File: src/rtl/win_detector.sv
// Post-move line checker: walks outward from the landing cell in four directions
// through the board's combinational read port and reports a WIN_LEN run.
module win_detector #(
    parameter int ROWS    = 8,
    parameter int COLS    = 8,
    parameter int WIN_LEN = 4
) (
    input  logic       clk,
    input  logic       rst_n,
    input  logic       start,
    input  logic [2:0] move_row,
    input  logic [2:0] move_col,
    input  logic [1:0] player,
    output logic       rd_en,
    output logic [2:0] rd_row,
    output logic [2:0] rd_col,
    input  logic [1:0] rd_data,
    output logic       busy,
    output logic       done,
    output logic       win,
    output logic [1:0] win_dir
);
    localparam int CW   = 4;
    localparam int STW  = (WIN_LEN > 2) ? $clog2(WIN_LEN) : 1;
    localparam int CNTW = $clog2(WIN_LEN + 1);
    localparam logic [CW-2:0] ROW_MAX = 3'(ROWS - 1);
    localparam logic [CW-2:0] COL_MAX = 3'(COLS - 1);

    typedef enum logic [1:0] {IDLE, SCAN, DONE} state_t;

    state_t            state_q, state_d;
    logic [2:0]        row_q, row_d, col_q, col_d;
    logic [1:0]        player_q, player_d;
    logic [1:0]        dir_q, dir_d;
    logic              side_q, side_d;       // 0: +step side, 1: -step side
    logic [STW-1:0]    step_q, step_d;
    logic [CNTW-1:0]   count_q, count_d;
    logic              win_q, win_d, busy_q, busy_d, done_q, done_d;
    logic [1:0]        win_dir_q, win_dir_d;

    logic signed [CW-1:0] step_s, d_row, d_col, cand_row, cand_col;
    logic                 in_bounds, match, side_end;
    logic [CNTW-1:0]      count_inc;

    // Candidate coordinate: one bit wider and signed so off-board cells are negative
    // or beyond the max index rather than aliasing onto the board.
    always_comb begin
        step_s = signed'(CW'(step_q));
        d_row  = (dir_q == 2'd0) ? '0 : step_s;
        case (dir_q)
            2'd1:    d_col = '0;
            2'd3:    d_col = -step_s;
            default: d_col = step_s;
        endcase
        if (side_q) begin
            d_row = -d_row;
            d_col = -d_col;
        end
        cand_row  = signed'({1'b0, row_q}) + d_row;
        cand_col  = signed'({1'b0, col_q}) + d_col;
        in_bounds = !cand_row[CW-1] && !cand_col[CW-1] &&
                    (cand_row[CW-2:0] <= ROW_MAX) && (cand_col[CW-2:0] <= COL_MAX);
        rd_en     = (state_q == SCAN) && in_bounds;
        rd_row    = rd_en ? cand_row[CW-2:0] : '0;
        rd_col    = rd_en ? cand_col[CW-2:0] : '0;
        match     = rd_en && (rd_data == player_q);
        count_inc = count_q + CNTW'(1);
    end

    always_comb begin
        state_d   = state_q;
        row_d     = row_q;
        col_d     = col_q;
        player_d  = player_q;
        dir_d     = dir_q;
        side_d    = side_q;
        step_d    = step_q;
        count_d   = count_q;
        win_d     = win_q;
        win_dir_d = win_dir_q;
        side_end  = 1'b0;
        case (state_q)
            IDLE: if (start) begin
                win_d     = 1'b0;
                win_dir_d = 2'd0;
                if (player == 2'b01 || player == 2'b10) begin
                    row_d    = move_row;
                    col_d    = move_col;
                    player_d = player;
                    dir_d    = 2'd0;
                    side_d   = 1'b0;
                    step_d   = STW'(1);
                    count_d  = CNTW'(1);
                    state_d  = SCAN;
                end else begin
                    state_d = DONE;
                end
            end
            SCAN: begin
                if (match) begin
                    count_d = count_inc;
                    if (count_inc >= CNTW'(WIN_LEN)) begin
                        win_d     = 1'b1;
                        win_dir_d = dir_q;
                        state_d   = DONE;
                    end else if (step_q == STW'(WIN_LEN - 1)) begin
                        side_end = 1'b1;
                    end else begin
                        step_d = step_q + STW'(1);
                    end
                end else begin
                    side_end = 1'b1;
                end
                if (side_end) begin
                    step_d = STW'(1);
                    if (!side_q) begin
                        side_d = 1'b1;
                    end else if (dir_q == 2'd3) begin
                        state_d = DONE;
                    end else begin
                        side_d  = 1'b0;
                        dir_d   = dir_q + 2'd1;
                        count_d = CNTW'(1);
                    end
                end
            end
            DONE:    state_d = IDLE;
            default: state_d = IDLE;
        endcase
        busy_d = (state_d == SCAN);
        done_d = (state_d == DONE);
    end

    always_ff @(posedge clk or negedge rst_n) begin
        if (!rst_n) begin
            state_q   <= IDLE;
            row_q     <= '0;
            col_q     <= '0;
            player_q  <= '0;
            dir_q     <= '0;
            side_q    <= 1'b0;
            step_q    <= '0;
            count_q   <= '0;
            win_q     <= 1'b0;
            win_dir_q <= '0;
            busy_q    <= 1'b0;
            done_q    <= 1'b0;
        end else begin
            state_q   <= state_d;
            row_q     <= row_d;
            col_q     <= col_d;
            player_q  <= player_d;
            dir_q     <= dir_d;
            side_q    <= side_d;
            step_q    <= step_d;
            count_q   <= count_d;
            win_q     <= win_d;
            win_dir_q <= win_dir_d;
            busy_q    <= busy_d;
            done_q    <= done_d;
        end
    end

    assign busy    = busy_q;
    assign done    = done_q;
    assign win     = win_q;
    assign win_dir = win_dir_q;
endmodule

File: config.mk
export PLATFORM = sky130hd
export DESIGN_NAME = win_detector
export DESIGN_NICKNAME = d
export VERILOG_FILES = /design/src/rtl/win_detector.sv
export SDC_FILE = /design/constraint.sdc
export NUM_CORES = 1
export LEC_CHECK = 0
export CAP_MARGIN = 20
export CORE_ASPECT_RATIO = 0.5
export CORE_MARGIN = 3
export CORE_UTILIZATION = 58
export CTS_CLUSTER_DIAMETER = 60
export DETAILED_ROUTE_END_ITERATION = 10
export GPL_TIMING_DRIVEN = 0
export PLACE_DENSITY_LB_ADDON = 0.25
export SYNTH_ARGS = -nofsm -noshare
export SYNTH_HDL_FRONTEND = slang
export SYNTH_SLANG_ARGS = --single-unit
File: constraint.sdc
create_clock -name clk -period 9.59 [get_ports clk]
set_input_delay 1.918 -clock clk [delete_from_list [all_inputs] [get_ports clk]]
set_output_delay 1.918 -clock clk [all_outputs]
set_load 0.01 [all_outputs]
==> results of run 1 <==
-- per-layer routing --
metal | vias up | share of wire | routed length [um]
li1 | 677 | - | -
met1 | 683 | 0.47 | 1720
met2 | 44 | 0.46 | 1690
met3 | 7 | 0.053 | 194
met4 | 0 | 0.012 | 43
met5 | - | 0 | 0
-- sequential cells by signal (all words and copies together), names as in the netlist --
register  count
busy          1
dir_q         2
side_q        1
col_q         3
win_dir       2
count_q       3
win           1
step_q        2
state_q       2
player_q      2
row_q         3
done          1
-- synth_stat cells, drive strengths merged (4+ instances only) --
cell type / number
buf: 4
dfrtp: 23
ha: 12
a21oi: 9
o21ai: 9
o211ai: 10
xor2: 4
nor3: 4
xnor2: 5
nor2: 8
nand2: 29
nand2b: 8
and2: 5
inv: 11
-- cell type report --
type / count / area (um^2) / share of cell area
Timing Repair Buffer: 25 / 268 / 0.136
Buffer: 4 / 32.5 / 0.0165
Sequential cell: 23 / 576 / 0.292
Multi-Input combinational cell: 137 / 960 / 0.487
Tap cell: 35 / 43.8 / 0.0222
Clock buffer: 3 / 41.3 / 0.0210
Inverter: 12 / 45.0 / 0.0229
Clock inverter: 1 / 5.00 / 0.00254
-- power by group --
group / switching [W] / internal (W) / total, W
sequential: 0.0000308 / 0.000135 / 0.000166
combinational: 0.000234 / 0.000200 / 0.000434
clock: 0.0000323 / 0.0000291 / 0.0000613
total: 0.000297 / 0.000365 / 0.000662
-- tightest hold or removal path: cells and delay by family, from the launching register on --
kind	cells	cell delay, ps
AND/OR/NAND/NOR	2	110
flip-flops	1	350
-- through the flow --
stage	power, W	hold slack, ps	util
after global routing	0.000717	529	0.815
after global placement	0.000571	468	0.785
after floorplan	0.000451	452	-
final	0.000662	494	0.815
after detailed placement	0.000591	471	0.785
after CTS	0.000655	495	0.804
-- path summary, 6_finish.rpt --
kind,startpoint,to,slack [ps]
max in group asynchronous,rst_n,step_q[1]$_DFFE_PN0P_,7250
min in group asynchronous,rst_n,col_q[0]$_DFFE_PN0P_,1930
min reg2reg,win$_DFFE_PN0P_,win$_DFFE_PN0P_,490
max reg2reg,step_q[0]$_DFFE_PN0P_,state_q[0]$_DFF_PN0_,5690
max,step_q[0]$_DFFE_PN0P_,rd_col[1],3450
min,win$_DFFE_PN0P_,win$_DFFE_PN0P_,490
-- cell families after synthesis --
group | Yosys count
AO/OA/AOI/OAI | 44
XOR/XNOR | 9
adder cells (fa/ha/maj) | 14
buffers and inverters | 16
flip-flops | 23
multiplexers | 2
AND/OR/NAND/NOR | 68
==> results.md, run 1 <==
- CP top delay family: buffers and inverters
- Xor and xnor area share after synthesis: 0.0489
- Worst Max-Slew Pin Slew: 392 ps
- Starting density of the core: 0.667
- GP Congestion: 0.840
- Routed wire length: 3650 um
- Finished Layout Cells: 240
- Layout Skew: 5.93 ps
- CTS Sinks: 23
- Compound-Gate Fraction of Synth Area: 0.202
- Area post-placement: 1900 um^2
- Die extent in x: 80.6 um
- Gr usage total: 0.232
- Syn Nets: 203
- Post-CTS Resized: 0
- Site Rows: 12
- Drt wl/cell: 15.2 um
- Met1 usage: 0.297
- CTS root buf: clkbuf_8
- Antenna diode count: 0
- Via-to-Cell Ratio: 5.88
- Met3 global-route usage: 0.0530
- GRT Max-Usage Layer: met2
- Leak: 0.872 nW
- Most frequent cells in the layout: nand2_1, clkdlybuf4s50_1, dfrtp_1
- Post-synth cell types: 43
- Post-synthesis mux area share: 0.0163
- FILL cells: 163
- Worst path depth: 14
- Routed Antenna Nets: 0
- Maximum vdd drop: 0.000158 V
- Worst min-delay path class: flip-flop to flip-flop
- Synthesis-stage register bit count: 23
- DR pass1 iterations: 4
- Post-CTS setup buffer count: 0
- Die area: 3490 um^2
- CP max-delay cell: or4_4
- Area delta synth->final: 22.2%
- Synth area leader: dfrtp_1
- Final Setup Violations: 0
- Worst Reg-to-Reg Cells: 14
- Hold Buf Count CTS: 0
- Setup_tns: 0 ps
- Worst-skew pair later-pin latency: 270 ps
- Commonest non-fill, non-tap cell in the layout: nand2_1
- Main combinational cell family by area after synthesis: simple AND/OR/NAND/NOR gates
- Async set-or-reset flop fraction in the synthesized netlist: 1.00
- Clk pin slew, worst setup/hold paths: 90 ps
- Final min period: 6140 ps
- Final nets: 233
- Vias in the first global route: 1416
- RSZ-0062 raised after global routing: false
- Num CTS Buffers: 3
- Syn Std Cell Area: 1610 um^2
- # IOs: 25
- Fin worst setup slack: 3450 ps
- DRC errors left: 0
- WP data required: 7670 ps
- Syn Area/Cell: 9.16 um^2
- Power Density: 336 nW/um^2
- Max Slew Vio Count: 0
- Met2 track demand over resource: 0.398
- Critical Path Start Type: flip-flop
- Slew headroom: 0.738
- Cells along the critical path: buf_2 -> inv_2 -> ha_1 -> mux2_4 -> o211ai_1 -> xor2_1 -> ha_1 -> a21oi_1 -> o41ai_4 -> and3_1 -> or4_4 -> inv_2 -> and2_1 -> clkdlybuf4s50_1
- H-tree Lvls: 1
- Main synth FF type: dfrtp_1
- Place WS: 3770 ps
- Synth top area share: 0.357
- Inst Count DP: 235
- EDFF count, synth: 0
- Worst setup EP type: output port
- Synth top area cells: dfrtp_1, ha_1, nand2_1
- Global route total overflow: 0
- Fin area: 1970 um^2
- Sequential share of the synthesized area: 0.357
- Kind of critical path: flip-flop to output port
- Hold path depth: 2
- Layout cells sized above 1: 0.117
- CTS tree: built
- First DRT Iteration DRCs: 76
- Max cap viols: 0
- Ys Warns: 0
- Crit-path max cell delay: 550 ps
- Die Y: 43.3 um
- Final Hold Vio Count: 0
- Adder-Cell Fraction of Synth Area: 0.118
- Status: finished, final reports clean
- Max clock buf depth: 2
- Crit path max fanout: 9
- Arrival time worst endpoint: 4230 ps
- Synth Instances: 176
- Buf/Inv on CP: 4
- Detailed Place HPWL: 2750 um
- Port buffer count: 24
- Initial antenna violation count: 0
- Largest net degree at the start of global routing: 24
- Fin crit share: 0.641
- Fmax: 163 MHz
- Via count: 1411
- Core area: 2420 um^2
- Simple-Gate Fraction of Synth Area: 0.209
- First-pass GRT wire length: 6260 um
Note: power is estimated with default switching activity, not from simulation.
==> run 2, diff against run 1 <==
Settings changed: CORE_UTILIZATION 58 to 48.
Clock period 9.59 ns to 5.63 ns, I/O delays scaled along.
==> run 2 against run 1 <==
- sequential cell count did not move
- die area grew 19%
- via count decreased by 3.1%
- clock power up 71%
- sequential share of layout area shrank 0.092 points
- first-iteration DRC count is 34% higher
- worst hold slack worse by 5.4 ps
- critical path type unchanged
- cell area is 0.32% higher
- combinational power grew 68%
==> results.md, run 2 (synthesis results as in run 1) <==
- First DRT Iteration DRCs: 102 (+34%)
- Post-CTS Resized: 0 (unchanged)
- Crit path max fanout: 9 (unchanged)
- Largest regs: col_q: 3 flops, count_q: 3 flops, row_q: 3 flops
- Routed wire length: 3550 um (-2.7%)
- Gr usage total: 0.183 (-0.0490)
- DR top layer: met4
- DR pass1 iterations: 4 (unchanged)
- Worst-skew pair later-pin latency: 270 ps (about the same)
- First-pass GRT wire length: 5660 um (-9.5%)
- Critical Path Start Type: flip-flop
- Slew headroom: 0.739 (about the same)
- Largest net degree at the start of global routing: 24 (unchanged)
- Worst min-delay path class: flip-flop to flip-flop
- Finished Layout Cells: 245 (+2.1%)
- Port buffer count: 24 (unchanged)
- CTS Sinks: 23 (unchanged)
- Via-to-Cell Ratio: 5.58 (-5.1%)
- Arrival time worst endpoint: 4170 ps (-60 ps)
- Initial antenna violation count: 0 (unchanged)
- Final Hold Vio Count: 0 (unchanged)
- Most frequent cells in the layout: nand2_1, clkdlybuf4s50_1, dfrtp_1
- WL met2: 1590 um (-5.9%)
- CTS root buf: clkbuf_8
- Starting density of the core: 0.520 (-0.147)
- Setup_tns: 0 ps (unchanged)
- Routed Antenna Nets: 0 (unchanged)
- Met1 wire length: 1680 um (-2.5%)
- Commonest non-fill, non-tap cell in the layout: nand2_1
- Via count: 1367 (-3.1%)
- Metal3 WL: 231 um (+19%)
- Clk pin slew, worst setup/hold paths: 80 ps (about the same)
- Final Setup Violations: 0 (unchanged)
- Worst Max-Slew Pin Slew: 391 ps (-0.841 ps)
- Kind of critical path: flip-flop to output port
- Die area: 4130 um^2 (+19%)
- Die Y: 47.0 um (+8.6%)
- Site Rows: 14 (+2)
- Detailed Place HPWL: 2770 um (+0.52%)
- Fin crit share: 0.941
- Layout cells sized above 1: 0.117 (unchanged)
- Maximum vdd drop: 0.000203 V (+28%)
- Worst setup EP type: output port
- GP Congestion: 0.838 (-0.23%)
- CTS tree: built
- WP data required: 4500 ps (-3170 ps)
- Final nets: 233 (unchanged)
- Status: finished, final reports clean
- Vias in the first global route: 1228 (-13%)
- DRC errors left: 0 (unchanged)
- H-tree Lvls: 1 (unchanged)
- Post-CTS setup buffer count: 0 (unchanged)
- Layout Skew: 2.53 ps (-3.40 ps)
- Hold Buf Count CTS: 0 (unchanged)
- Max Slew Vio Count: 0 (unchanged)
- Inst Count DP: 240 (+2.1%)
- Core area: 3100 um^2 (+28%)
- Leak: 0.872 nW (unchanged)
- Antenna diode count: 0 (unchanged)
- RSZ-0062 raised after global routing: false
- Area delta synth->final: 22.6%
- Power Density: 564 nW/um^2 (+68%)
- Global route total overflow: 0 (unchanged)
- Die extent in x: 88.0 um (+9.2%)
- Fmax: 189 MHz
- Max cap viols: 0 (unchanged)
- Num CTS Buffers: 3 (unchanged)
- Final min period: 5300 ps
- # IOs: 25 (unchanged)
- Drt wl/cell: 14.5 um (-4.7%)
- Max clock buf depth: 2 (unchanged)
-- run 2: power breakdown --
| part | switching (W) | internal, W | total, W |
|---|---|---|---|
| Clock | 0.0000553 | 0.0000495 | 0.000105 |
| Sequential | 0.0000531 | 0.000231 | 0.000284 |
| Combinational | 0.000388 | 0.000339 | 0.000727 |
-- run 2: final timing paths --
check | start | end | slack [ps] | depth (start not counted)
max | step_q[0]$_DFFE_PN0P_ | rd_col[1] | 330 | 14
min | win$_DFFE_PN0P_ | win$_DFFE_PN0P_ | 490 | 2
max reg2reg | step_q[0]$_DFFE_PN0P_ | state_q[0]$_DFF_PN0_ | 1790 | 14
min reg2reg | win$_DFFE_PN0P_ | win$_DFFE_PN0P_ | 490 | 2
max in group asynchronous | rst_n | dir_q[0]$_DFFE_PN0P_ | 4160 | 2
min in group asynchronous | rst_n | col_q[0]$_DFFE_PN0P_ | 1090 | 1
-- run 2: worst max-delay path, cell delays in order, from the launching register on --
cell	delay, ps
dfrtp_1	350
buf_2	200
inv_2	90
ha_1	360
mux2_4	290
o211ai_1	190
xor2_1	190
ha_1	290
a21oi_1	240
o41ai_4	140
and3_1	190
or4_4	550
inv_2	160
and2_1	150
clkdlybuf4s50_1	530
-- run 2: cell type report --
type / instances / area [um^2]
well taps: 40 / 50.0
multi-input cells: 137 / 960
clock inverters: 1 / 5.00
clock buffers: 3 / 41.3
repair buffers: 25 / 268
inverters: 12 / 45.0
plain buffers: 4 / 32.5
flip-flops and latches: 23 / 576
fillers: 274 / 1120
-- run 2: metal layers --
layer / vias to the layer above / GRT usage
met2: 37 / 0.302
li1: 676 / -
met4: 0 / 0.0642
met3: 4 / 0.0385
met1: 650 / 0.246
met5: - / 0
-- run 2: stage by stage --
stage | util | worst slack, ps | power (W) | instance area, um^2 | hold WS [ps]
3_5_place_dp | 0.614 | 612 | 0.00101 | 1900 | 469
3_3_place_gp | 0.614 | 651 | 0.000978 | 1900 | 458
2_1_floorplan | - | 1320 | 0.000768 | 1610 | 452
6_report | 0.638 | 333 | 0.00112 | 1980 | 488
5_1_grt | 0.638 | 75.7 | 0.00121 | 1980 | 521
4_1_cts | 0.629 | 314 | 0.00111 | 1950 | 492
